$ cat src/rtl/inst_fetch.sv
// rtl/inst_fetch.sv - instruction fetch unit: fetch PC, single-outstanding memory reads, decode queue
// Optional feature macro: JAL_EARLY_REDIRECT_EN (JAL redirects fetch locally instead of blocking)
module inst_fetch #(
    parameter int ADDR_WIDTH = 32,
    parameter int QUEUE_DEPTH = 2,
    parameter logic [ADDR_WIDTH-1:0] RESET_PC = '0
) (
    input  logic                  clk,
    input  logic                  rst,
    output logic                  mem_req,
    output logic [ADDR_WIDTH-1:0] mem_addr,
    input  logic                  mem_gnt,
    input  logic                  mem_rvalid,
    input  logic [31:0]           mem_rdata,
    output logic                  decoderEnable,
    output logic [31:0]           instToDecode,
    output logic [ADDR_WIDTH-1:0] inst_PC,
    input  logic                  dispatch_ready,
    input  logic                  br_resolve,
    input  logic [ADDR_WIDTH-1:0] br_target
);
    localparam int PTR_W = $clog2(QUEUE_DEPTH);
    localparam int CNT_W = PTR_W + 1;
    localparam logic [31:0] NOP_INSTR = 32'h00000013;

    typedef enum logic [1:0] {S_IDLE, S_REQ, S_WAIT, S_BLOCKED} state_t;

    state_t                state;
    logic [ADDR_WIDTH-1:0] fetch_pc;
    logic [ADDR_WIDTH-1:0] req_pc;
    logic                  drop;
    logic [CNT_W-1:0]      count;
    logic [PTR_W-1:0]      head;
    logic [PTR_W-1:0]      tail;
    logic [31:0]           q_inst [QUEUE_DEPTH];
    logic [ADDR_WIDTH-1:0] q_pc   [QUEUE_DEPTH];

    logic                  gnt_ok;
    logic                  resp;
    logic                  deq;
    logic [CNT_W-1:0]      cnt_next;
    logic                  space_ok;
    logic                  blocks;
    logic [6:0]            opcode;

    // A grant is only taken in REQ and never while a discarded response is still owed.
    assign gnt_ok   = (state == S_REQ) && !drop && mem_gnt;
    // The unit is never in WAIT with drop set, so every WAIT response is a real one.
    assign resp     = (state == S_WAIT) && mem_rvalid;
    assign deq      = (count != '0) && dispatch_ready;
    assign cnt_next = count + CNT_W'(resp) - CNT_W'(deq);
    // Space is judged after this cycle's enqueue/dequeue; no request is outstanding when used.
    assign space_ok = cnt_next < CNT_W'(QUEUE_DEPTH);
    assign opcode   = mem_rdata[6:0];

`ifdef JAL_EARLY_REDIRECT_EN
    logic                  is_jal;
    logic [20:0]           jimm_raw;
    logic [ADDR_WIDTH-1:0] jal_target;
    assign is_jal     = (opcode == 7'b1101111);
    assign blocks     = (opcode == 7'b1100011) || (opcode == 7'b1100111);
    assign jimm_raw   = {mem_rdata[31], mem_rdata[19:12], mem_rdata[20], mem_rdata[30:21], 1'b0};
    assign jal_target = req_pc + {{(ADDR_WIDTH-21){jimm_raw[20]}}, jimm_raw};
`else
    assign blocks = (opcode == 7'b1100011) || (opcode == 7'b1100111) || (opcode == 7'b1101111);
`endif

    assign mem_req       = (state == S_REQ) && !drop;
    assign mem_addr      = fetch_pc;
    assign decoderEnable = (count != '0);
    assign instToDecode  = decoderEnable ? q_inst[head] : NOP_INSTR;
    assign inst_PC       = decoderEnable ? q_pc[head] : '0;

    // Fetch FSM, fetch PC, drop flag and queue pointers; redirect overrides everything but reset.
    always_ff @(posedge clk) begin
        if (rst) begin
            state    <= S_IDLE;
            fetch_pc <= RESET_PC;
            req_pc   <= '0;
            drop     <= 1'b0;
            count    <= '0;
            head     <= '0;
            tail     <= '0;
        end else if (br_resolve) begin
            state    <= S_REQ;
            fetch_pc <= br_target;
            count    <= '0;
            head     <= '0;
            tail     <= '0;
            // A response still owed (or granted right now) belongs to the old path.
            drop     <= ((state == S_WAIT) && !mem_rvalid) || gnt_ok || (drop && !mem_rvalid);
        end else begin
            if (drop && mem_rvalid)
                drop <= 1'b0;
            if (resp)
                tail <= tail + PTR_W'(1);
            if (deq)
                head <= head + PTR_W'(1);
            count <= cnt_next;
            case (state)
                S_IDLE: begin
                    if (space_ok)
                        state <= S_REQ;
                end
                S_REQ: begin
                    if (gnt_ok) begin
                        req_pc   <= fetch_pc;
                        fetch_pc <= fetch_pc + ADDR_WIDTH'(4);
                        state    <= S_WAIT;
                    end
                end
                S_WAIT: begin
                    if (mem_rvalid) begin
                        if (blocks)
                            state <= S_BLOCKED;
`ifdef JAL_EARLY_REDIRECT_EN
                        else if (is_jal) begin
                            fetch_pc <= jal_target;
                            state    <= space_ok ? S_REQ : S_IDLE;
                        end
`endif
                        else
                            state <= space_ok ? S_REQ : S_IDLE;
                    end
                end
                default: begin
                    // BLOCKED: wait for the backend redirect
                end
            endcase
        end
    end

    // Queue storage; contents only matter below count, so no reset is needed.
    always_ff @(posedge clk) begin
        if (!rst && !br_resolve && resp) begin
            q_inst[tail] <= mem_rdata;
            q_pc[tail]   <= req_pc;
        end
    end
endmodule
$ cat config.mk
export PLATFORM = sky130hd
export DESIGN_NAME = inst_fetch
export DESIGN_NICKNAME = d
export VERILOG_FILES = /design/src/rtl/inst_fetch.sv
export SDC_FILE = /design/constraint.sdc
export NUM_CORES = 1
export LEC_CHECK = 0
export CORE_MARGIN = 3
export CORE_UTILIZATION = 40
export CTS_CLUSTER_SIZE = 24
export DETAILED_ROUTE_END_ITERATION = 10
export SETUP_SLACK_MARGIN = 0.05
export SLEW_MARGIN = 20
export SYNTH_ARGS = -nofsm -noshare
export SYNTH_HDL_FRONTEND = slang
export SYNTH_SLANG_ARGS = --single-unit
$ cat constraint.sdc
create_clock -name clk -period 11.76 [get_ports clk]
set_clock_uncertainty 0.15 [all_clocks]
set_input_delay 2.352 -clock clk [delete_from_list [all_inputs] [get_ports clk]]
set_output_delay 2.352 -clock clk [all_outputs]
set_load 0.05 [all_outputs]
==> Word-level counts from Yosys, hierarchy flattened <==
Memories as Yosys holds them, arrays and structs flattened. A register that Yosys moved wholly into a read port is not among the register bits.
Index checks and enable logic that the tools add are counted.
{ "totals": {"reg_bits": 71, "mem_bits_rw": 128, "inputBits": 70, "out_inout_bits": 98, "wordCells": 77, "mem_count": 2} }
{ "classes": {"addsub": 5, "order_cmp": 1, "n_eq_ne": 11, "muxes": 20, "bitwise": 1, "reduce_logical": 29} }
{ "memory_table": {"columns": ["memory", "words", "word_bits", "read_ports", "rd_ports_with_merged_regs", "wr", "line", "text"], "rows": [
  ["q_inst", 2, 32, 1, 1, 1, "35", "logic [31:0] q_inst [QUEUE_DEPTH];"],
  ["q_pc", 2, 32, 1, 1, 1, "36", "logic [ADDR_WIDTH-1:0] q_pc [QUEUE_DEPTH];"]
]} }
{ "op_table": {"columns": ["op", "n"], "rows": [
  ["$mux 32", 5],
  ["$add 32x3->32 const B", 1],
  ["$eq 7x7->1 const B", 3],
  ["$mux 1", 10],
  ["$logic_and 1x1->1", 9],
  ["$ne 3x3->1 const B", 3],
  ["$mux 2", 4],
  ["$reduce_and 4->1", 2],
  ["$reduce_bool 2->1", 4],
  ["$ne 2x2->1 const B", 3],
  ["$pmux 2 s3", 1],
  ["$logic_not 1->1", 4],
  ["$logic_or 1x1->1", 4],
  ["$reduce_bool 4->1", 1],
  ["$reduce_and 3->1", 1],
  ["$reduce_bool 3->1", 1],
  ["$add 1x1->1 const B", 2],
  ["$add 2x1->2", 1],
  ["$eq 2x1->1 const B", 1],
  ["$eq 2x2->1 const B", 1],
  ["$logic_not 2->1", 1],
  ["$lt 2x2->1 const B", 1],
  ["$reduce_and 2->1", 1],
  ["$reduce_or 2->1", 1],
  ["2 further kinds", 2]
]} }

==> Depth between registers and ports, before layout <==
{ "depth": {"depth_word": 10, "depth_mapped": 10, "ltp_nobuf": 10} }

==> Least setup slack after synthesis <==
OpenSTA, ideal clock, no wires.
{ "synth_path": {"path_type": "input to register", "start": "input br_resolve", "end": "memory q_inst[0][0], enable pin", "setup_ns": 0.565, "t_arrival_ns": 7.132, "t_required_ns": 11.045, "path_slack_ns": 3.913, "cell_stages": 3, "n_path_buf": 1, "cell_sequence": "or2_2 -> clkbuf_1 -> nor3_1"} }
{ "synth_between": {"elab_chain_len": 5} }
{ "synth_lines": {"columns": ["element", "line", "text"], "rows": [
  ["start: declaration", "19", "input logic br_resolve,"],
  ["$logic_not 1->1", "135", "if (!rst && !br_resolve && resp) begin"],
  ["$logic_and 1x1->1 (2 in series)", "135", null],
  ["$mux 1", "135", null],
  ["$mux 1 (implied by the code)", "136", "q_inst[tail] <= mem_rdata;"],
  ["end: declaration", "35", null]
]} }
Every way passes these cells.

==> Final worst setup path <==
{ "layout_path": {"start": "register count[1]", "end": "output instToDecode[0]"} }
{ "layout_between": {"elab_chain_len": 2} }
{ "layout_lines": {"columns": ["element", "line", "text"], "rows": [
  ["start: declaration", "32", "logic [CNT_W-1:0] count;"],
  ["start signal: assignment", "99", "count <= cnt_next;"],
  ["$reduce_bool 2->1", "70", "assign decoderEnable = (count != '0);"],
  ["$mux 32", "71", "assign instToDecode = decoderEnable ? q_inst[head] : NOP_INSTR;"],
  ["end: declaration", "16", "output logic [31:0] instToDecode,"]
]} }
Every way passes these cells.

==> reports/metrics.cfg <==
[synthesis]
yosysSeqAreaShare_pct=65.2
yosys.area.top_type=edfxtp_1
yosysWarnings=0
synth_cell_type_count=44
synthFlopType=edfxtp_1
synth_area_leaders=edfxtp_1 47%, dfxtp_1 18%, mux2i_1 8.2%, nor2_1 4.6%, nand2_1 3.8%
ys_ff_latch=200
syn_inst=679
synth_nets=755
synth_top_area_share_pct=47.4
avgSynthCellArea_um2=11.9
post-synth-top-count-cell=edfxtp_1
async_flop_share_pct=0
synth_edf_count=128
syn_area_um2=8100
synth_common_cells=128 x edfxtp_1, 99 x nor2_1, 81 x nand2_1, 72 x dfxtp_1, 66 x mux2i_1

[setup_path]
cp-end-kind=output port
r2r_cells=11
critPathMaxStageDelay_ns=0.80
crit_path_top_delay_cell=clkdlybuf4s50_1
rrSetupSlack_ns=8.11
critPathArrivalTime_ns=2.76
worstPathRequired_ns=9.26
rr_startpoint=count[1]$_SDFF_PP0_
cp-start-kind=register
crit_fanout=48
worstPathCellList=nor2_4 -> buf_4 -> inv_1 -> nand2_1 -> clkdlybuf4s50_1
criticalPathCategory=reg2out
r2r_end=state[1]$_SDFFE_PP0P_

[place]
port_buffers=167
place.gp.congestion=0.752
placed_cell_area_um2=10100
post-dp-hpwl_um=13200

[routing]
firstDrtPassIters=4
via_per_inst=5.17
routed_wl_um=19500
drc=0
post_drt_wl_per_cell_um=17.5
drtIter0Drc=286
ant_nets=0
dr_total_vias=5741

[clock_network]
cts.sinks=200
cts_root_buf=clkbuf_16
clkTransAtPathRegs_ns=0.07
cts_made_buffers=17
postCtsSetupBuffers=0
ctsHoldBuffers=0
clock_latency_ns=0.43
htree_levels=4
clockBufferDepth=2
cts_tree=built
cts_resized=0

[run]
maxCapViolCount=0

[layout]
n_antenna_cell=0
drive_gt1_share_pct=6.38
design_area_um2=10600
synthToLayoutAreaGrowth_pct=31.3
final_nets=909

[power]
p_comb_share_pct=8.4
power.share.switching_pct=23.9
ir_worst_vdd_mv=0.0903
total_power_mw=1.46
clock_power_share_pct=39.0
internal_power_mw=1.11
seq_power_share_pct=52.6
powerDensity_nw_per_um2=138
p_leak_nw=3.33
p_sw_uw=350

[global_routing]
grt_max_degree=69
grt_use_total_pct=17.8
grt_pass1_wl_um=30700
antenna_found_initial=0
first_global_vias=5723
grt-ovfl-total=0

[worst_hold_path]
holdPathEnd=q_pc[0][14]$_DFFE_PP_
hold_depth=0
min_from=req_pc[14]$_SDFFE_PP0P_
hold_class=reg2reg

[sta]
slew_viol_final=0
timing.setup.tns_ns=0
fin_hold_ws_ns=0.304
setup_viol=0
min_period_over_period_pct=44.7
max_freq_mhz=190
worst_slew_pin_slew_ns=0.754
rsz0062_at_grt=no
slew_headroom_pct=49.7
hold_viol_final=0
period_needed_ns=5.26

[die]
rows=51
ios=168
die_h_um=148
fp.dieArea_um2=22000
start_util_pct=41.2
core_area_um2=19700
die_width_um=148

[run_status]
status=complete, no violations

-- placed cells by master, fill, tap and decap left out, types with 6 or more instances in the layout --
| master | netlist | final |
|---|---|---|
| xnor2_1 | 10 | 10 |
| inv_1 | 17 | 16 |
| nor4_1 | 6 | 6 |
| or4_1 | 13 | 13 |
| dfxtp_1 | 72 | 71 |
| nand2_1 | 81 | 80 |
| mux2i_1 | 66 | 66 |
| edfxtp_1 | 128 | 128 |
| nor3_1 | 8 | 6 |
| clkbuf_16 | 0 | 17 |
| a211oi_1 | 11 | 11 |
| ha_1 | 6 | 6 |
| a21oi_1 | 36 | 36 |
| nand4_1 | 9 | 9 |
| nand3_1 | 6 | 6 |
| o31ai_1 | 13 | 13 |
| nor2_1 | 99 | 97 |
| clkdlybuf4s50_1 | 0 | 166 |
| buf_4 | 0 | 8 |
| a311oi_1 | 15 | 15 |
-- worst max-delay path by stage --
stage                              from                     end  slack [ns]
finish              count[1]$_SDFF_PP0_         instToDecode[0]        6.50
global route        count[1]$_SDFF_PP0_         instToDecode[0]        6.29
CTS                 count[1]$_SDFF_PP0_         instToDecode[0]        6.44
detailed placement           mem_rvalid   state[1]$_SDFFE_PP0P_        6.74
global placement               register             inst_PC[15]        6.80
floorplan                    br_resolve  q_inst[0][0]$_DFFE_PP_        3.91
-- cells by family after synthesis --
logic type	count (synthesis)	synth area share [%]
AO/OA/AOI/OAI	93	7.70
XOR/XNOR	13	1.59
adder cells (fa/ha/maj)	6	0.926
buffers and inverters	58	2.78
flip-flops	200	65.2
multiplexers	66	8.15
AND/OR/NAND/NOR	243	13.6
-- layout make-up --
cell class,count,area (um2)
flip-flops and latches,200,5290
clock buffers,19,453
multi-input cells,421,2620
fillers,1732,9020
repair buffers,176,1750
well taps,265,332
clock inverters,13,130
inverters,17,63.8
-- power groups by stage --
stage          Sequential, mW  Clock, mW  Combinational, mW
6_report                0.770      0.571              0.124
5_1_grt                 0.772      0.616              0.132
2_1_floorplan           0.807          0             0.0425
3_5_place_dp            0.786          0              0.124
4_1_cts                 0.770      0.585              0.125
3_3_place_gp            0.786          0              0.121
-- registers in the layout, summed over array words and instances, names as in the netlist, 2 cells and up, named ones only --
name / cells
state: 2
q_inst: 64
req_pc: 32
count: 2
q_pc: 64
mem_addr: 32
-- per-stage QoR --
stage,setup slack [ns],instances,utilization [%]
global placement,6.80,1078,51.0
finish,6.50,1111,54.1
CTS,6.44,1111,54.1
floorplan,3.91,679,-
global route,6.29,1111,54.1
detailed placement,6.74,1079,51.2
-- critical path: cells and delay by family (launching register included) --
kind	cells	cell delay (ns)
flip-flops	1	0.34
AND/OR/NAND/NOR	2	0.44
buffers and inverters	3	1.53
-- metal layers --
layer,vias to the layer above,GRT usage [%],routed length [um]
met5,-,0,0
met4,0,6.24,371
met3,24,3.60,788
met2,155,30.6,9820
met1,2780,22.5,8470
li1,2782,-,-
Note: power is estimated with default switching activity, not from simulation.
